--- config.mk ---
export PLATFORM = sky130hd
export DESIGN_NAME = risc_trace_monitor
export DESIGN_NICKNAME = d
export VERILOG_FILES = /design/src/rtl/risc_trace_pkg.sv /design/src/rtl/trace_fifo.sv /design/src/rtl/risc_trace_monitor.sv
export SDC_FILE = /design/constraint.sdc
export NUM_CORES = 2
export LEC_CHECK = 0
export ABC_AREA = 1
export BUFFER_PORTS_ARGS = -buffer_cell sky130_fd_sc_hd__buf_4
export CAP_MARGIN = 0
export CORE_MARGIN = 5
export CORE_UTILIZATION = 40
export DETAILED_ROUTE_END_ITERATION = 16
export PLACE_DENSITY_LB_ADDON = 0.15
export RECOVER_POWER = 100
export SYNTH_ARGS = -nofsm -noshare
export SYNTH_HDL_FRONTEND = slang
export SYNTH_SLANG_ARGS = --single-unit
--- constraint.sdc ---
create_clock -name clk -period 64.3 [get_ports clk]
set_input_delay 3.215 -clock clk [delete_from_list [all_inputs] [get_ports clk]]
set_output_delay 3.215 -clock clk [all_outputs]
set_load 0.05 [all_outputs]
--- src/rtl/risc_trace_pkg.sv ---
// Shared types for the KGP-RISC run monitor: FSM states and trace entry sizing.
package risc_trace_pkg;

  typedef enum logic [1:0] {
    ST_HOLD = 2'd0,
    ST_RUN  = 2'd1,
    ST_HALT = 2'd2
  } mon_state_t;

  localparam int DROP_W      = 8;
  localparam int DEF_ENTRY_W = 5 + 32 + 16;

  // A trace entry packs {addr, data, timestamp}, address in the top bits.
  function automatic int entry_width(input int addr_w, input int data_w, input int ts_w);
    return addr_w + data_w + ts_w;
  endfunction

endpackage

--- src/rtl/trace_fifo.sv ---
// Show-ahead FIFO with a valid/ready drain side; a push is accepted when full if a pop
// happens in the same cycle.
module trace_fifo #(
  parameter int DEPTH = 16,
  parameter int WIDTH = 8
) (
  input  logic             clk,
  input  logic             rst,
  input  logic             push,
  input  logic [WIDTH-1:0] push_data,
  output logic             out_valid,
  input  logic             out_ready,
  output logic [WIDTH-1:0] out_data,
  output logic             full,
  output logic             empty
);

  localparam int PTR_W = $clog2(DEPTH);

  logic [WIDTH-1:0] mem [DEPTH];
  logic [PTR_W:0]   wr_ptr_reg;
  logic [PTR_W:0]   rd_ptr_reg;
  logic             pop;
  logic             wr_en;

  // Extra pointer bit separates full from empty when the indices coincide.
  assign empty     = (wr_ptr_reg == rd_ptr_reg);
  assign full      = (wr_ptr_reg[PTR_W] != rd_ptr_reg[PTR_W]) &&
                     (wr_ptr_reg[PTR_W-1:0] == rd_ptr_reg[PTR_W-1:0]);
  assign out_valid = !empty;
  assign pop       = !empty && out_ready;
  assign wr_en     = push && (!full || pop);
  assign out_data  = mem[rd_ptr_reg[PTR_W-1:0]];

  always_ff @(posedge clk or posedge rst) begin
    if (rst) begin
      wr_ptr_reg <= '0;
      rd_ptr_reg <= '0;
    end else begin
      if (wr_en) wr_ptr_reg <= wr_ptr_reg + 1'b1;
      if (pop)   rd_ptr_reg <= rd_ptr_reg + 1'b1;
    end
  end

  always_ff @(posedge clk) begin
    if (wr_en) mem[wr_ptr_reg[PTR_W-1:0]] <= push_data;
  end

endmodule

--- src/rtl/risc_trace_monitor.sv ---
// Run monitor for the KGP-RISC core: sequences core reset, counts run cycles, halts,
// and queues timestamped register-file changes for a debug consumer.
module risc_trace_monitor
  import risc_trace_pkg::*;
#(
  parameter int DATA_W     = 32,
  parameter int ADDR_W     = 5,
  parameter int NUM_REGS   = 32,
  parameter int FIFO_DEPTH = 16,
  parameter int TS_W       = 16,
  parameter int RST_HOLD   = 3,
  parameter int MAX_CYCLES = 0,
  parameter int ZERO_REG   = 1
) (
  input  logic                clk,
  input  logic                rst,
  output logic                core_rst,
  input  logic                rf_we,
  input  logic [ADDR_W-1:0]   rf_addr,
  input  logic [DATA_W-1:0]   rf_data,
  input  logic [NUM_REGS-1:0] watch_mask,
  input  logic                halt_in,
  output logic                trace_valid,
  input  logic                trace_ready,
  output logic [ADDR_W-1:0]   trace_addr,
  output logic [DATA_W-1:0]   trace_data,
  output logic [TS_W-1:0]     trace_ts,
  output logic [TS_W-1:0]     cycle_count,
  output logic                overflow,
  output logic [DROP_W-1:0]   drop_count,
  output logic                halted,
  output logic                done
);

  localparam int ENTRY_W = entry_width(ADDR_W, DATA_W, TS_W);
  localparam int HOLD_W  = (RST_HOLD > 1) ? $clog2(RST_HOLD) : 1;

  mon_state_t          state_reg;
  mon_state_t          state_next;
  logic [HOLD_W-1:0]   hold_cnt_reg;
  logic [TS_W-1:0]     cycle_count_reg;
  logic                overflow_reg;
  logic [DROP_W-1:0]   drop_count_reg;
  logic [DATA_W-1:0]   shadow_reg [NUM_REGS];

  logic [NUM_REGS-1:0] sel_vec;
  logic [NUM_REGS-1:0] diff_vec;
  logic                in_run;
  logic                hold_done;
  logic                limit_hit;
  logic                zero_block;
  logic                capture;
  logic                pop;
  logic                drop;
  logic                fifo_full;
  logic                fifo_empty;
  logic                fifo_valid;
  logic [ENTRY_W-1:0]  push_entry;
  logic [ENTRY_W-1:0]  head_entry;

  assign in_run    = (state_reg == ST_RUN);
  assign hold_done = (hold_cnt_reg == HOLD_W'(RST_HOLD - 1));

  generate
    if (MAX_CYCLES == 0) begin : g_no_limit
      assign limit_hit = 1'b0;
    end else begin : g_limit
      assign limit_hit = (cycle_count_reg == TS_W'(MAX_CYCLES - 1));
    end
  endgenerate

  always_comb begin
    state_next = state_reg;
    case (state_reg)
      ST_HOLD: if (hold_done) state_next = ST_RUN;
      ST_RUN:  if (halt_in || limit_hit) state_next = ST_HALT;
      ST_HALT: state_next = ST_HALT;
      default: state_next = ST_HOLD;
    endcase
  end

  always_ff @(posedge clk or posedge rst) begin
    if (rst) state_reg <= ST_HOLD;
    else     state_reg <= state_next;
  end

  always_ff @(posedge clk or posedge rst) begin
    if (rst) begin
      hold_cnt_reg    <= '0;
      cycle_count_reg <= '0;
    end else begin
      if (state_reg == ST_HOLD && !hold_done) hold_cnt_reg <= hold_cnt_reg + 1'b1;
      if (in_run) cycle_count_reg <= cycle_count_reg + 1'b1;
    end
  end

  // One decode slice per tracked register; out-of-range addresses match no slice.
  generate
    for (genvar gi = 0; gi < NUM_REGS; gi++) begin : g_reg
      assign sel_vec[gi]  = rf_we && (rf_addr == ADDR_W'(gi));
      assign diff_vec[gi] = (shadow_reg[gi] != rf_data);

      always_ff @(posedge clk or posedge rst) begin
        if (rst)                      shadow_reg[gi] <= '0;
        else if (in_run && sel_vec[gi]) shadow_reg[gi] <= rf_data;
      end
    end
  endgenerate

  assign zero_block = (ZERO_REG != 0) && (rf_addr == '0);
  assign capture    = in_run && !zero_block && |(sel_vec & watch_mask & diff_vec);
  assign push_entry = {rf_addr, rf_data, cycle_count_reg};
  assign pop        = fifo_valid && trace_ready;
  assign drop       = capture && fifo_full && !pop;

  always_ff @(posedge clk or posedge rst) begin
    if (rst) begin
      overflow_reg   <= 1'b0;
      drop_count_reg <= '0;
    end else if (drop) begin
      overflow_reg <= 1'b1;
      if (drop_count_reg != {DROP_W{1'b1}}) drop_count_reg <= drop_count_reg + 1'b1;
    end
  end

  trace_fifo #(
    .DEPTH (FIFO_DEPTH),
    .WIDTH (ENTRY_W)
  ) u_fifo (
    .clk       (clk),
    .rst       (rst),
    .push      (capture),
    .push_data (push_entry),
    .out_valid (fifo_valid),
    .out_ready (trace_ready),
    .out_data  (head_entry),
    .full      (fifo_full),
    .empty     (fifo_empty)
  );

  assign trace_valid = fifo_valid;
  assign trace_addr  = head_entry[ENTRY_W-1 -: ADDR_W];
  assign trace_data  = head_entry[TS_W +: DATA_W];
  assign trace_ts    = head_entry[TS_W-1:0];
  assign cycle_count = cycle_count_reg;
  assign overflow    = overflow_reg;
  assign drop_count  = drop_count_reg;
  assign core_rst    = (state_reg == ST_HOLD);
  assign halted      = (state_reg == ST_HALT);
  assign done        = halted && fifo_empty;

endmodule

==> impl_summary.log <==
[metrics] number of warning messages in the yosys log: 0
[metrics] multi-input gate area in the final layout: 0.02985 mm^2
[metrics] Num CTS Buffers: 207
[metrics] sequential-to-total area share from yosys stat: 60.95%
[metrics] Detailed Route WL: 252.3 mm
[metrics] share of layout cells above drive strength 1: 5.081%
[metrics] unrepaired setup endpoints after global routing: no
[metrics] number of fillers in the final layout: 20331
[metrics] worst-case headroom to the max-slew limit: -511.4%
[metrics] Die X: 472.1 um
[metrics] flip-flop count of the largest register, all copies and words added: 1024
[metrics] post-cts resize count: 0
[metrics] largest fanout on the critical path: 154
[metrics] post-detailed-placement half-perimeter wirelength: 139.8 mm
[metrics] number of antenna violations at the first check in global routing: 18
[metrics] power density cells: 34.28 mW/mm^2
[metrics] arrival time at the worst endpoint: around 18 ns
[metrics] final count of pins violating max slew: 6273
[metrics] # hold bufs at CTS: 0
[metrics] cells traversed along the worst timing path: clkbuf_1 -> clkinvlp_2 -> clkbuf_1 -> clkbuf_1 -> clkbuf_1
[metrics] crit end category: asynchronous set/reset pin
[metrics] worst vdd ir: slightly above 0.04 mV
[metrics] via count of the first global-routing pass: 56306
[metrics] clock skew: between 0.06 and 0.07 ns
[metrics] post-CTS setup-driven buffer insertion count: 0
[metrics] type of element launching the critical path: input pin
[metrics] number of synthesized register bits: 1911
[metrics] delay contributed by the slowest stage of the critical path: between 6 and 7 ns
[metrics] type of the tightest min-delay check: reg2reg
[metrics] gate count after technology mapping: between 8000 and 9000
[metrics] met2 WL: 119.4 mm
[metrics] via/cell ratio: 5.203
[metrics] htree depth: 4
[metrics] cell type contributing the most total cell area after synthesis: dfrtp_1
[metrics] Total Nets Final: 8246
[metrics] run status: finished, violations left
[metrics] Unique masters post-synth: 38
[metrics] WL per Instance: 22.58 um
[metrics] global-route wire length before repair: 378.0 mm
[metrics] Cell Area, Synth: 0.08542 mm^2
[metrics] leakage power of the design: 35.54 nW
[metrics] vias after detailed routing: 58136
[metrics] clock latency reported for the late side of the worst-skew pair: approximately 0.87 ns
[metrics] most frequent standard cell in the layout excluding fill and tap cells: nand2_1
[metrics] worst setup path class: in2async
[metrics] Synth Net Count: between 8000 and 9000
[metrics] fraction of post-synthesis cell area in the top cell type by area: 31.14%
[metrics] Most common cell on crit path: clkbuf_1
[metrics] area of all sequential standard cells: 0.05208 mm^2
[metrics] Initial Util: between 40% and 50%
[metrics] main area contributors after synthesis: dfrtp_1 (31%), edfxtp_1 (30%), xnor2_1 (10%), o21ai_0 (8.5%), nand2_1 (8.5%)
[metrics] maximum clock rate: ~54 MHz
[metrics] top-level I/O count: 156
[metrics] clock tree buffer depth: 3
[metrics] CTS root buf: clkbuf_16
[metrics] maxcap violations: roughly 130
[metrics] first-pass iteration count of the detailed router: 6
[metrics] violations in the final reports: capacitance limit, slew limit
[metrics] count of input and output buffers: 155
[metrics] clock tree from TritonCTS: yes
[metrics] Die Y-Extent: 472.1 um
[metrics] most used cells in the layout excluding fill and tap cells: nand2_1 (1941), o21ai_0 (1457), dfrtp_1 (1060)
[metrics] die outline area: 0.2229 mm^2
[metrics] average instance area after synthesis: roughly 10 um^2
[metrics] Fin Setup TNS: 0 ns
[metrics] share of flip-flops with an asynchronous set or reset after synthesis: between 50% and 60%
[metrics] actual transition at the worst max-transition pin: 9.170 ns
[metrics] non-filler instance count after layout: between 10000 and 15000
[metrics] Hold Vio Cnt, Final: 0
[metrics] clock edge transition at the registers on the reported setup and hold paths: approximately 0.060 ns
[metrics] DRC marker count from the first detailed-route iteration: 5142
[metrics] Placer Congestion: 0.7914
[metrics] number of cells after detailed placement: 10772
[metrics] antenna-violating nets left: 0
[metrics] total of endpoints with negative setup slack in the final report: 0
[metrics] Final Critical Period: 18.42 ns
[metrics] core box area: 0.2123 mm^2
[metrics] Met1 Routed Length: ~110 mm
[metrics] prevailing post-synth register cell: dfrtp_1
[metrics] routed wire length on met3: 14.18 mm
[metrics] GRT Util Overall: 22.33%
[metrics] Rows: ~170
[metrics] maximum number of pins on one net before global-route repair: 192
[metrics] residual DRC count: 0
[metrics] Worst EP required: 64.30 ns
[metrics] total congestion overflow after global routing: 0
[metrics] Period Utilization, post-route: 28.64%
[metrics] uppermost routed layer: met5
[metrics] cell with the biggest individual delay on the critical path: clkbuf_1
[metrics] relative area change from synthesis to final layout: 10.29%
[metrics] number of enable-type register cells in the synthesized netlist: 848
[metrics] Clock Sinks: 1911
==> final timing paths <==
kind / slack [ns] / endpoint / from / cells after the start
max: 45.88 / shadow_reg[570]$_DFFE_PP0P_ / rst / 5
min: 0.48 / overflow$_DFFE_PP0P_ / overflow$_DFFE_PP0P_ / 2
max reg2reg: 49.55 / u_fifo.mem[0][17]$_DFFE_PP_ / u_fifo.rd_ptr_reg[0]$_DFFE_PP0P_ / 11
min reg2reg: 0.48 / overflow$_DFFE_PP0P_ / overflow$_DFFE_PP0P_ / 2
max in group clk: 47.51 / trace_data[31] / u_fifo.rd_ptr_reg[0]$_DFFE_PP0P_ / 8
min in group asynchronous: 3.92 / shadow_reg[644]$_DFFE_PP0P_ / rst / 2
==> worst max-delay path, delay by kind of cell <==
family / cells / cell delay (ns)
buffers and inverters: 5 / 14.84
==> metal layers <==
layer | track usage, % | vias to the layer above
met5 | 0 | -
met2 | 37.08 | 1524
met1 | 30.90 | 28864
met3 | 3.367 | 339
met4 | 5.600 | 4
li1 | - | 27405
==> power breakdown <==
part | switching [mW] | total (mW) | internal [mW]
Sequential | 0.0112 | 1.29 | 1.28
Combinational | 0.537 | 0.723 | 0.186
Clock | 0.511 | 1.22 | 0.707
Total | 1.06 | 3.23 | 2.17
==> cell usage after synthesis, types with 2 or more instances <==
cell type / n
a21oi_1: 4
and3_1: 30
buf_1: 11
buf_2: 10
buf_4: 7
buf_6: 120
clkbuf_1: 455
dfrtp_1: 1063
edfxtp_1: 848
ha_1: 11
inv_1: 96
inv_2: 7
nand2_1: 1937
nand2_2: 4
nand2_4: 3
nand3_1: 98
nand4_1: 6
nor2_1: 802
nor3_1: 2
nor3b_1: 2
o211ai_1: 48
o21ai_0: 1455
o21ai_2: 3
o221ai_1: 164
o22ai_1: 48
or2_1: 2
xnor2_1: 1005
xnor2_2: 2
xor2_1: 21
==> layout make-up <==
cell class	count	share of cell area, %
inverter	104	0.4263
antenna	9	0.02391
clock inverter	73	0.9748
timing repair buffer	283	1.367
tap	2821	3.746
multi-input combinational	5654	31.69
sequential	1911	55.28
clock buffer	319	6.500
==> through the flow <==
step                      power [mW]  hold WS (ns)  cell area [um^2]  utilization, %  worst slack [ns]
after floorplan                1.807        0.4570             85420               -             31.16
after detailed placement       2.052        0.4685             88200           41.55             56.24
final                          3.229        0.4797             94210           44.38             45.88
after CTS                      3.276        0.4840             95250           44.86             55.51
after global placement         2.049        0.4746             88200           41.55             56.23
after global routing           3.370        0.5125             94190           44.37             42.39
==> logic make-up after synthesis <==
| logic type | count (synthesis) | share of synthesized area, % |
|---|---|---|
| DFF | 1911 | 60.95 |
| adders and majority gates | 11 | 0.1611 |
| AOI/OAI and AO/OA | 1723 | 11.04 |
| xor gates and xnor gates | 1028 | 10.56 |
| and+or+nand+nor | 2892 | 13.06 |
| buffers and inverters | 708 | 4.230 |
Note: power is estimated with default switching activity, not from simulation.
